**config.mk**
```make
export PLATFORM = sky130hd
export DESIGN_NAME = sos_control_module
export DESIGN_NICKNAME = d
export VERILOG_FILES = /design/src/rtl/sos_control_module.sv
export SDC_FILE = /design/constraint.sdc
export NUM_CORES = 1
export LEC_CHECK = 0
export ABC_AREA = 1
export CORE_ASPECT_RATIO = 0.8
export CORE_MARGIN = 8
export CORE_UTILIZATION = 40
export DETAILED_ROUTE_END_ITERATION = 8
export MAX_ROUTING_LAYER = met4
export PLACE_DENSITY_LB_ADDON = 0.12
export SLEW_MARGIN = 20
export SYNTH_ARGS = -nofsm -noshare
export SYNTH_HDL_FRONTEND = slang
export SYNTH_SLANG_ARGS = --single-unit
```
**constraint.sdc**
```tcl
create_clock -name CLK -period 1.55 [get_ports CLK]
set_input_delay 0.2325 -clock CLK [delete_from_list [all_inputs] [get_ports CLK]]
set_output_delay 0.2325 -clock CLK [all_outputs]
set_load 0.005 [all_outputs]
```
**src/rtl/sos_control_module.sv**
```systemverilog
// sos_control_module: plays the Morse letters S, O, S by driving the S and O
// generators in turn. An inter-letter silence of GAP_MS milliseconds sits between letters.
// Latency: Trig rise -> S_Start_Sig is 2 cycles (edge detect, then S1 raises start).
//   Done in -> Start drop is 1 cycle. Each gap is exactly GAP_MS*(T1MS+1) cycles.
// Backpressure: none. Level starts are held until the matching one-cycle done arrives.
//   A Trig rise while busy is dropped, not queued.
// Optional feature: define SOS_ABORT_EN to add Abort_Sig. It cancels a running
//   sequence without a Done_Sig pulse.
module sos_control_module #(
  parameter logic [16:0] T1MS   = 17'd49_999,  // cycles per 1 ms tick minus one
  parameter logic [9:0]  GAP_MS = 10'd150      // inter-letter silence in ms
) (
  input  logic CLK,
  input  logic RSTn,          // synchronous, active-high despite the name
  input  logic Trig,
  input  logic S_Done_Sig,
  input  logic O_Done_Sig,
  input  logic S_Pin_In,
  input  logic O_Pin_In,
`ifdef SOS_ABORT_EN
  input  logic Abort_Sig,
`endif
  output logic S_Start_Sig,
  output logic O_Start_Sig,
  output logic Busy,
  output logic Done_Sig,
  output logic Pin_Out
);

  typedef enum logic [2:0] {
    ST_IDLE = 3'd0,
    ST_S1   = 3'd1,
    ST_GAP1 = 3'd2,
    ST_O    = 3'd3,
    ST_GAP2 = 3'd4,
    ST_S2   = 3'd5,
    ST_FIN  = 3'd6
  } state_t;

  state_t      state_q, state_d;
  logic        trig_hist_q, trig_hist_d;
  logic        s_start_q, s_start_d;
  logic        o_start_q, o_start_d;
  logic        busy_q, busy_d;
  logic        done_q, done_d;
  logic [16:0] pre_q, pre_d;
  logic [9:0]  ms_q, ms_d;

  logic        trig_rise;
  logic        pre_last;
  logic [9:0]  ms_inc;
  logic        gap_end;
  logic        abort_req;

  // Trig edge detect against last cycle's sample; gap timebase helpers
  always_comb begin
    trig_hist_d = Trig;
    trig_rise   = Trig & ~trig_hist_q;
    pre_last    = (pre_q == T1MS);
    ms_inc      = ms_q + 10'd1;
    // Last cycle of a gap: the final prescaler tick carries the ms count to GAP_MS
    gap_end     = pre_last && (ms_inc == GAP_MS);
  end

`ifdef SOS_ABORT_EN
  // Abort only matters once a sequence is under way
  always_comb begin
    abort_req = Abort_Sig && (state_q != ST_IDLE);
  end
`else
  // Without the abort feature every sequence runs to completion
  always_comb begin
    abort_req = 1'b0;
  end
`endif

  // Next-state and registered-output logic for the S-O-S sequencer
  always_comb begin
    state_d   = state_q;
    s_start_d = s_start_q;
    o_start_d = o_start_q;
    busy_d    = busy_q;
    done_d    = 1'b0;
    pre_d     = '0;   // counters only run inside gap states, so they are zero on gap entry
    ms_d      = '0;

    case (state_q)
      ST_IDLE: begin
        s_start_d = 1'b0;
        o_start_d = 1'b0;
        busy_d    = 1'b0;
        if (trig_rise) begin
          state_d = ST_S1;
          busy_d  = 1'b1;
        end
      end

      // The start is dropped on the edge after done, so the generator idles instead of replaying
      ST_S1: begin
        o_start_d = 1'b0;
        if (S_Done_Sig) begin
          s_start_d = 1'b0;
          state_d   = ST_GAP1;
        end else begin
          s_start_d = 1'b1;
        end
      end

      // Gap exit loads the next start directly, so the line is silent for exactly the counted gap
      ST_GAP1: begin
        s_start_d = 1'b0;
        o_start_d = 1'b0;
        if (gap_end) begin
          state_d   = ST_O;
          o_start_d = 1'b1;
        end else begin
          pre_d = pre_last ? 17'd0 : pre_q + 17'd1;
          ms_d  = pre_last ? ms_inc : ms_q;
        end
      end

      ST_O: begin
        s_start_d = 1'b0;
        if (O_Done_Sig) begin
          o_start_d = 1'b0;
          state_d   = ST_GAP2;
        end else begin
          o_start_d = 1'b1;
        end
      end

      ST_GAP2: begin
        s_start_d = 1'b0;
        o_start_d = 1'b0;
        if (gap_end) begin
          state_d   = ST_S2;
          s_start_d = 1'b1;
        end else begin
          pre_d = pre_last ? 17'd0 : pre_q + 17'd1;
          ms_d  = pre_last ? ms_inc : ms_q;
        end
      end

      // Done_Sig is registered on entry to FIN, so it is high for exactly the FIN cycle
      ST_S2: begin
        o_start_d = 1'b0;
        if (S_Done_Sig) begin
          s_start_d = 1'b0;
          done_d    = 1'b1;
          state_d   = ST_FIN;
        end else begin
          s_start_d = 1'b1;
        end
      end

      ST_FIN: begin
        s_start_d = 1'b0;
        o_start_d = 1'b0;
        busy_d    = 1'b0;
        state_d   = ST_IDLE;
      end

      default: begin
        state_d   = ST_IDLE;
        s_start_d = 1'b0;
        o_start_d = 1'b0;
        busy_d    = 1'b0;
      end
    endcase

    // Abort wins over any same-cycle done and leaves without a completion pulse
    if (abort_req) begin
      state_d   = ST_IDLE;
      s_start_d = 1'b0;
      o_start_d = 1'b0;
      busy_d    = 1'b0;
      done_d    = 1'b0;
      pre_d     = '0;
      ms_d      = '0;
    end
  end

  // State and output registers with synchronous active-high reset
  always_ff @(posedge CLK) begin
    if (RSTn) begin
      state_q     <= ST_IDLE;
      trig_hist_q <= 1'b0;
      s_start_q   <= 1'b0;
      o_start_q   <= 1'b0;
      busy_q      <= 1'b0;
      done_q      <= 1'b0;
      pre_q       <= '0;
      ms_q        <= '0;
    end else begin
      state_q     <= state_d;
      trig_hist_q <= trig_hist_d;
      s_start_q   <= s_start_d;
      o_start_q   <= o_start_d;
      busy_q      <= busy_d;
      done_q      <= done_d;
      pre_q       <= pre_d;
      ms_q        <= ms_d;
    end
  end

  assign S_Start_Sig = s_start_q;
  assign O_Start_Sig = o_start_q;
  assign Busy        = busy_q;
  assign Done_Sig    = done_q;
  // Both pins are active-low, so either generator pulling low drives the line
  assign Pin_Out     = S_Pin_In & O_Pin_In;

endmodule

```
==> results of run 1 <==
## per-layer routing
metal / share of wire [%] / GRT usage (%)
met4: 1.1 / 5.15
met5: 0 / -
met1: 49 / 14.6
met2: 45 / 19.7
met3: 4.5 / 3.84
## area by class of cell
| type | count | share of cell area, % |
|---|---|---|
| Sequential cell | 35 | 26.9 |
| Clock buffer | 6 | 2.71 |
| Tap cell | 57 | 2.66 |
| Multi-Input combinational cell | 185 | 43.4 |
| Inverter | 35 | 5.18 |
| Timing Repair Buffer | 60 | 19.1 |
## worst paths after layout
check	from	to	slack, ps	depth (start not counted)
max	ms_q[0]	state_q[1]	-100	11
min	pre_q[16]	pre_q[16]	460	2
max reg2reg	ms_q[0]	state_q[1]	-100	11
min reg2reg	pre_q[16]	pre_q[16]	460	2
## power by group through the flow
| stage | logic, mW | clock network, mW | registers [mW] |
|---|---|---|---|
| after global routing | 0.805 | 0.643 | 1.02 |
| after detailed placement | 0.694 | 0 | 1.03 |
| final | 0.735 | 0.584 | 1.01 |
| after CTS | 0.697 | 0.614 | 1.01 |
| after global placement | 0.691 | 0 | 1.03 |
| after floorplan | 0.407 | 0 | 1.03 |
## worst register-to-register path: cells and delay by family, from the launching register on
| kind | cells | cell delay [ps] |
|---|---|---|
| fa+ha+maj | 1 | 170 |
| xor+xnor | 1 | 180 |
| simple gates | 9 | 830 |
| flops | 1 | 350 |
## kinds of logic after synthesis
family | after synthesis | share of synthesized area [%]
simple gates | 145 | 37.5
buf+inv | 37 | 8.09
flops | 35 | 39.4
compound gates | 30 | 9.49
xor+xnor | 7 | 3.45
fa+ha+maj | 3 | 2.11
## cell usage in the layout (no fill, tap or decap), types with 3 or more instances in the layout
cell             count
dfxtp_4              5
clkbuf_8             5
inv_1               32
nor2_1              27
dfxtp_1             28
nand2_1             48
a21oi_1             16
o21bai_1             3
nand3_4              5
a21oi_2              3
nand3_1             10
buf_6                6
nor2_4               8
xor2_1               3
clkdlybuf4s50_1     11
buf_4               42
xnor2_1              3
o21ai_0              3
nor2_2              15
nand4_1              3
nand2_2             13
## timing repair
| action | in CTS | in global routing |
|---|---|---|
| endpoints found under the setup margin | 30 | 31 |
| setup buffers | 8 | 8 |
| resized for setup | 16 | 50 |
| pin swaps | 14 | 26 |
| endpoints found under the hold margin | 0 | 0 |
## stage by stage
stage | util, % | setup WS (ps)
2_1_floorplan | - | -65.1
3_3_place_gp | 53.9 | -92.9
3_5_place_dp | 53.9 | -128
4_1_cts | 58.4 | -65.9
5_1_grt | 63.4 | -227
6_report | 63.4 | -103
## registers in the layout (all words and copies together), names as in the netlist
register	count
pre_q	17
Done_Sig	1
Busy	1
trig_hist_q	1
ms_q	10
state_q	3
O_Start_Sig	1
S_Start_Sig	1
==> results.sh, run 1 <==
export IMPL_final_cell_count_no_fill=378
export IMPL_crit_path_frequent_cell="nor2_2"
export IMPL_startpoint_type_of_the_worst_setup_path="register"
export IMPL_critical_path_slowest_cell="dfxtp_2"
export IMPL_synth_warning_count=0
export IMPL_cp_num_buf_inv=0
export IMPL_syn_inst=257
export IMPL_die_w_um=90.6
export IMPL_dieArea_sq_um=6850
export IMPL_detailed_place_hpwl_um=2770
export IMPL_place_detailed_instances=359
export IMPL_tritoncts_num_buffers=5
export IMPL_synthDominantCellAreaShare_pct=39.4
export IMPL_netlist_area_sq_um=1780
export IMPL_post_route_cell_area_sq_um=2680
export IMPL_timing_hold_violations_final=0
export IMPL_switching_share_pct=31.9
export IMPL_seq_power_share_pct=43.4
export IMPL_totalPowerFinal_mw=2.33
export IMPL_final_period_utilization_pct=107
export IMPL_detail_route_wirelength_um=4170
export IMPL_internal_power_mw=1.59
export IMPL_globalRouteOverflowTotal=0
export IMPL_fin_tns_setup_ps=-741
export IMPL_path_max_fanout=6
export IMPL_height_of_the_chip_um=75.7
export IMPL_grt_total_usage_pct=12.4
export IMPL_ys_seq_elements=35
export IMPL_clock_network_fraction_of_design_power_pct=25.0
export IMPL_final_setup_skew_ps=5.49
export IMPL_synth_enable_flop_cells=0
export IMPL_floorplan_initialDensity_pct=42.1
export IMPL_multi_input_comb_area_sq_um=1160
export IMPL_tritoncts="yes"
export IMPL_hold_bufs_at_cts=0
export IMPL_coreArea_sq_um=4230
export IMPL_wire_per_inst_um=11.0
export IMPL_fillerInstances=382
export IMPL_synth_async_sr_flop_share_pct=0
export IMPL_post_drt_via_cell_ratio=4.64
export IMPL_std_cell_rows=21
export IMPL_nNetsFinal=332
export IMPL_synthesis_nets=267
export IMPL_final_ws_setup_ps=-103
export IMPL_max_freq_ghz=0.605
export IMPL_remaining_drc_errors=0
export IMPL_clk_latency_ps=280
export IMPL_min_period_ps=1650
export IMPL_cts_root_buffer="clkbuf_8"
export IMPL_cts_max_level=2
export IMPL_worstMarginPinSlew_ps=303
export IMPL_critical_path_arrival_ps=1830
export IMPL_p_comb_share_pct=31.5
export IMPL_timing_slew_headroom_pct=79.6
export IMPL_synth_common_cells="nand2_1 (58), nor2_1 (40), dfxtp_1 (35)"
export IMPL_path_clk_slew_ps=70
export IMPL_path_cells="ha_4 -> nand2_4 -> nor2_4 -> xor2_1 -> nand2_1 -> nor2_2 -> nand2_2 -> nand2_2 -> nand2_4 -> nor2_2 -> nor2_2"
export IMPL_power_spent_charging_and_discharging_nets_mw=0.744
export IMPL_worstSetupPathType="register to register"
export IMPL_area_growth_synth_to_final_pct=50.8
export IMPL_vias=1754
export IMPL_clk_path_buf_depth=2
export IMPL_worst_path_dominant_cell_family="simple AND/OR/NAND/NOR gates"
export IMPL_critical_path_max_stage_delay_ps=350
export IMPL_grt_pass1_wl_um=6730
export IMPL_floorplan_io_pins=12
export IMPL_leakage_nw=1.05
export IMPL_dpl_cell_area_sq_um=2280
export IMPL_antenna_diode_count=0
export IMPL_postSynth_topFlopCell="dfxtp_1"
export IMPL_place_gp_congestion=0.868
export IMPL_failing_checks="negative setup slack"
export IMPL_antenna_found_initial=0
export IMPL_syn_area_per_cell_sq_um=6.92
export IMPL_max_cap_violations=0
export IMPL_grt_max_degree=11
export IMPL_drc_marker_count_from_the_first_detailed_route_iteration=113
export IMPL_clock_sinks=35
export IMPL_hold_path_class="register to register"
export IMPL_grt_setup_unrepaired="yes"
export IMPL_yosys_area_top_type="dfxtp_1"
export IMPL_seq_area_frac_synth_pct=39.4
export IMPL_netlist_top_cells_area="dfxtp_1 (39%), nand2_1 (12%), nor2_1 (8.4%)"
export IMPL_final_layout_size_suffix_gt1_share_pct=38.3
export IMPL_endpoints_failing_setup=15
export IMPL_area_sequential_sq_um=722
export IMPL_numPortBuffers=11
export IMPL_synth_most_common_cell="nand2_1"
export IMPL_first_global_vias=1633
export IMPL_p_per_area_nw_per_um2=869
export IMPL_antenna_left=0
export IMPL_library_cells_used_by_synthesis=28
export IMPL_ir_worst_vdd_mv=0.638
export IMPL_worstPathRequired_ps=1720
export IMPL_drt_pass1_iter_count=4
export IMPL_timing_critical_path_to_type="register"
export IMPL_final_max_slew_viol_count=0
export IMPL_status="complete, but fails checks"
export IMPL_hold_ws_ps=459
Note: power is estimated with default switching activity, not from simulation.
==> run 2: changes to the inputs <==
clock period = 1.9 ns   (was 1.55 ns; I/O delays follow)
==> run 2 against run 1 <==
The flow now finishes without violations. Core utilization fell by 13 points. Cell count fell by 10%. Register-to-register slack improved by 230 ps. Via count fell by 10%. Power fell by 21%. Wire length fell by 19%. Design area fell by 21%. Critical path depth rose by 1. Highest routed layer unchanged.
==> results.sh, run 2 (synthesized netlist as in run 1, its figures left out) <==
export IMPL_rr_startpoint="pre_q[1]"
export IMPL_fin_tns_setup_ps=0
export IMPL_path_cells="ha_2 -> nand3_1 -> nor2_2 -> nand3_2 -> nor2_4 -> nand2_2 -> nor2_2 -> nand2_2 -> nand2_2 -> nand2_2 -> nor2_1 -> nor2_2"
export IMPL_startpoint_type_of_the_worst_setup_path="register"
export IMPL_p_per_area_nw_per_um2=864
export IMPL_die_w_um=90.6
export IMPL_tritoncts_num_buffers=5
export IMPL_globalRouteOverflowTotal=0
export IMPL_antenna_found_initial=0
export IMPL_hold_path_class="register to register"
export IMPL_timing_rr_end="state_q[2]"
export IMPL_detail_route_wirelength_um=3370
export IMPL_crit_path_frequent_cell="nand2_2"
export IMPL_critical_path_max_stage_delay_ps=340
export IMPL_status="finished clean"
export IMPL_drt_pass1_iter_count=4
export IMPL_worstSetupPathType="register to register"
export IMPL_final_cell_count_no_fill=339
export IMPL_floorplan_initialDensity_pct=42.1
export IMPL_place_detailed_instances=327
export IMPL_grt_pass1_wl_um=5910
export IMPL_detailed_place_hpwl_um=2500
export IMPL_leakage_nw=0.789
export IMPL_worstPathRequired_ps=2080
export IMPL_nNetsFinal=291
export IMPL_worst_path_dominant_cell_family="simple AND/OR/NAND/NOR gates"
export IMPL_remaining_drc_errors=0
export IMPL_postLayoutCoreUtil_pct=50.3
export IMPL_final_layout_size_suffix_gt1_share_pct=15.6
export IMPL_timing_hold_violations_final=0
export IMPL_largest_reg_flops=17
export IMPL_critical_path_arrival_ps=1950
export IMPL_vias=1572
export IMPL_most_common_layout_cells="nand2_1 (58), nor2_1 (39), dfxtp_1 (34)"
export IMPL_floorplan_io_pins=12
export IMPL_drc_marker_count_from_the_first_detailed_route_iteration=68
export IMPL_antenna_left=0
export IMPL_grt_max_degree=18
export IMPL_cp_num_buf_inv=0
export IMPL_std_cell_rows=21
export IMPL_worstMarginPinSlew_ps=229
export IMPL_cts_root_buffer="clkbuf_8"
export IMPL_worstHoldEndpoint="pre_q[0]"
export IMPL_cts_max_level=2
export IMPL_tritoncts="yes"
export IMPL_path_clk_slew_ps=70
export IMPL_coreArea_sq_um=4230
export IMPL_regToRegSetupSlack_ps=130
export IMPL_minimum_setup_slack_after_placement_ps=87.0
export IMPL_hold_ws_ps=418
export IMPL_fillerInstances=425
export IMPL_min_delay_start="pre_q[0]"
export IMPL_numPortBuffers=11
export IMPL_timing_critical_path_to_type="register"
export IMPL_rr_worst_depth=12
export IMPL_height_of_the_chip_um=75.7
export IMPL_clock_sinks=35
export IMPL_path_max_fanout=6
export IMPL_clk_latency_ps=280
export IMPL_post_route_cell_area_sq_um=2130
export IMPL_first_global_vias=1445
export IMPL_min_period_ps=1770
export IMPL_largest_register="pre_q"
export IMPL_timing_slew_headroom_pct=84.6
export IMPL_clk_path_buf_depth=2
export IMPL_area_growth_synth_to_final_pct=19.5
export IMPL_place_gp_congestion=0.846
export IMPL_dieArea_sq_um=6850
export IMPL_endpoints_failing_setup=0
export IMPL_final_max_slew_viol_count=0
export IMPL_worstHoldPathCells=1
export IMPL_reg_top3="pre_q (17), ms_q (10), state_q (3)"
export IMPL_hold_bufs_at_cts=0
export IMPL_grt_total_usage_pct=11.1
export IMPL_max_cap_violations=0
export IMPL_final_ws_setup_ps=131
export IMPL_final_period_utilization_pct=93.1
export IMPL_final_setup_skew_ps=6.39
export IMPL_max_freq_ghz=0.565
export IMPL_totalPowerFinal_mw=1.84
export IMPL_critical_path_slowest_cell="dfxtp_1"
export IMPL_dpl_cell_area_sq_um=1990
export IMPL_final_common_cell="nand2_1"
export IMPL_wire_per_inst_um=9.94
export IMPL_post_drt_via_cell_ratio=4.64
export IMPL_ir_worst_vdd_mv=0.510
export IMPL_antenna_diode_count=0
## run 2: cell count changes in the layout (fill, tap and decap cells not counted), sizes merged
cell	before	now
clkbuf	6	8
buf	49	8
## run 2: cell type report
class,count,area (sq um),share of cell area (%)
inverter,35,131,6.18
multi-input combinational,185,940,44.2
tap,57,71.3,3.35
sequential,35,702,33.0
clock buffer,8,100,4.71
timing repair buffer,19,183,8.59
## run 2: power breakdown
group          total (mW)  switching (mW)  internal, mW
Clock               0.590           0.259         0.331
Sequential          0.826          0.0412         0.785
Combinational       0.421           0.251         0.170
## run 2: worst max path at each step
stage	slack, ps	startpoint	cells past startpoint	to
floorplan	260	ms_q[0]	11	state_q[0]
global placement	150	pre_q[0]	12	state_q[2]
detailed placement	90	pre_q[0]	10	pre_q[10]
CTS	80	pre_q[0]	10	pre_q[10]
global route	-4	pre_q[0]	12	state_q[2]
finish	130	pre_q[1]	12	state_q[2]
## run 2: what timing repair did
| item | in CTS | in global routing |
|---|---|---|
| resized for setup | 0 | 4 |
| hold endpoints to repair | 0 | 0 |
| setup buffers | 0 | 4 |
| endpoints found under the setup margin | 0 | 17 |
## run 2: routing by layer
metal  wire, um  GRT usage (%)  vias up
met5          0              -        -
met4         61           6.07        0
met3        172           4.04        7
met2       1430           18.0       24
met1       1700           11.8      681
li1           -              -      860
==> run 3: changes to the inputs <==
CTS_CLUSTER_DIAMETER = 150   (was not set)
SKIP_LAST_GASP = 1   (was not set)
==> run 3 against run 2 <==
Flip-flop and latch count stayed put. Combinational power barely moved. Highest routed layer unchanged. Clock power barely moved. First-iteration DRC count down 10%. Worst hold slack hardly changed. Via count down 0.45%. Clock skew about the same. Count of clock-buffer cells in the layout did not move. Cell count stayed put. Core utilization decreased by 0.059 points. Design area decreased by 0.12%.
==> results.sh, run 3 (synthesized netlist as in run 1, its figures left out) <==
export IMPL_status="finished clean"
export IMPL_largest_register="pre_q"
export IMPL_cp_num_buf_inv=0
export IMPL_tritoncts="yes"
export IMPL_clock_sinks=35
export IMPL_clk_path_buf_depth=2
export IMPL_grt_total_usage_pct=11.1
export IMPL_globalRouteOverflowTotal=0
export IMPL_startpoint_type_of_the_worst_setup_path="register"
export IMPL_worstSetupPathType="register to register"
export IMPL_numPortBuffers=11
export IMPL_rr_worst_depth=12
export IMPL_hold_ws_ps=418
export IMPL_path_max_fanout=6
export IMPL_minimum_setup_slack_after_placement_ps=87.0
export IMPL_timing_rr_end="state_q[2]"
export IMPL_worstPathRequired_ps=2080
export IMPL_dieArea_sq_um=6850
export IMPL_antenna_found_initial=0
export IMPL_fin_tns_setup_ps=0
export IMPL_timing_hold_violations_final=0
export IMPL_drc_marker_count_from_the_first_detailed_route_iteration=61
export IMPL_max_cap_violations=0
export IMPL_timing_critical_path_to_type="register"
export IMPL_most_common_layout_cells="nand2_1 (58), nor2_1 (40), dfxtp_1 (34)"
export IMPL_final_period_utilization_pct=93.1
export IMPL_vias=1565
export IMPL_die_w_um=90.6
export IMPL_floorplan_initialDensity_pct=42.1
export IMPL_timing_slew_headroom_pct=84.6
export IMPL_nNetsFinal=291
export IMPL_p_per_area_nw_per_um2=865
export IMPL_rr_startpoint="pre_q[1]"
export IMPL_floorplan_io_pins=12
export IMPL_crit_path_frequent_cell="nand2_2"
export IMPL_min_delay_start="pre_q[0]"
export IMPL_area_sequential_sq_um=702
export IMPL_hold_bufs_at_cts=0
export IMPL_worst_path_dominant_cell_family="simple AND/OR/NAND/NOR gates"
export IMPL_regToRegSetupSlack_ps=130
export IMPL_detail_route_wirelength_um=3370
export IMPL_coreArea_sq_um=4230
export IMPL_cts_root_buffer="clkbuf_8"
export IMPL_post_drt_via_cell_ratio=4.62
export IMPL_leakage_nw=0.789
export IMPL_critical_path_max_stage_delay_ps=340
export IMPL_worstHoldEndpoint="pre_q[0]"
export IMPL_remaining_drc_errors=0
export IMPL_first_global_vias=1445
export IMPL_wire_per_inst_um=9.94
export IMPL_ir_worst_vdd_mv=0.511
export IMPL_final_setup_skew_ps=6.52
export IMPL_antenna_left=0
export IMPL_reg_top3="pre_q (17), ms_q (10), state_q (3)"
export IMPL_detailed_place_hpwl_um=2500
export IMPL_std_cell_rows=21
export IMPL_height_of_the_chip_um=75.7
export IMPL_critical_path_arrival_ps=1950
export IMPL_fillerInstances=425
export IMPL_antenna_diode_count=0
export IMPL_place_gp_congestion=0.846
export IMPL_min_period_ps=1770
export IMPL_path_clk_slew_ps=70
export IMPL_final_ws_setup_ps=132
export IMPL_multi_input_comb_area_sq_um=937
export IMPL_cts_max_level=2
export IMPL_endpoints_failing_setup=0
export IMPL_largest_reg_flops=17
export IMPL_tritoncts_num_buffers=5
export IMPL_final_layout_size_suffix_gt1_share_pct=15.2
export IMPL_grt_pass1_wl_um=5910
export IMPL_final_max_slew_viol_count=0
export IMPL_drt_pass1_iter_count=4
export IMPL_final_common_cell="nand2_1"
export IMPL_hold_path_class="register to register"
export IMPL_path_cells="ha_2 -> nand3_1 -> nor2_2 -> nand3_2 -> nor2_4 -> nand2_2 -> nor2_2 -> nand2_2 -> nand2_2 -> nand2_2 -> nor2_1 -> nor2_2"
export IMPL_max_freq_ghz=0.566
export IMPL_grt_max_degree=18
export IMPL_grt_setup_unrepaired="yes"
export IMPL_worstMarginPinSlew_ps=229
export IMPL_clk_latency_ps=280
export IMPL_area_growth_synth_to_final_pct=19.4
export IMPL_critical_path_slowest_cell="dfxtp_1"
export IMPL_worstHoldPathCells=1
run 3: per-layer routing:
metal,track usage [%],vias to the layer above,part of all wire [%],wire (um)
li1,-,860,-,-
met1,11.8,680,51,1730
met2,18.0,18,42,1420
met3,4.04,7,4.7,157
met4,6.07,0,1.8,61
met5,-,-,0,0
run 3: worst max-delay path by stage:
stage              from         end  cells after the start
2_1_floorplan   ms_q[0]  state_q[0]                     11
3_3_place_gp   pre_q[0]  state_q[2]                     12
3_5_place_dp   pre_q[0]   pre_q[10]                     10
4_1_cts        pre_q[0]   pre_q[10]                     10
5_1_grt        pre_q[2]   pre_q[13]                      9
6_report       pre_q[1]  state_q[2]                     12
run 3: power breakdown:
part	total, mW	switching, mW	internal (mW)
Sequential	0.826	0.0410	0.785
Combinational	0.421	0.251	0.170
Clock	0.591	0.260	0.331
Total	1.84	0.552	1.29
run 3: stage by stage:
step	area (sq um)	power, mW	utilization, %	instances
2_1_floorplan	1780	1.13	-	257
3_3_place_gp	1990	1.26	47.1	327
3_5_place_dp	1990	1.26	47.1	327
4_1_cts	2090	1.87	49.4	335
5_1_grt	2120	1.94	50.2	339
6_report	2120	1.84	50.2	339
run 3: timing repair:
action,CTS,global route
gates resized for setup,0,3
setup endpoints to repair,0,17
buffers inserted,0,4
run 3: area by class of cell:
| class | instances | area share (%) |
|---|---|---|
| multi-input cells | 185 | 44.1 |
| flip-flops and latches | 35 | 33.0 |
| repair buffers | 19 | 8.60 |
| inverters | 35 | 6.18 |
| clock buffers | 8 | 4.71 |
| well taps | 57 | 3.36 |
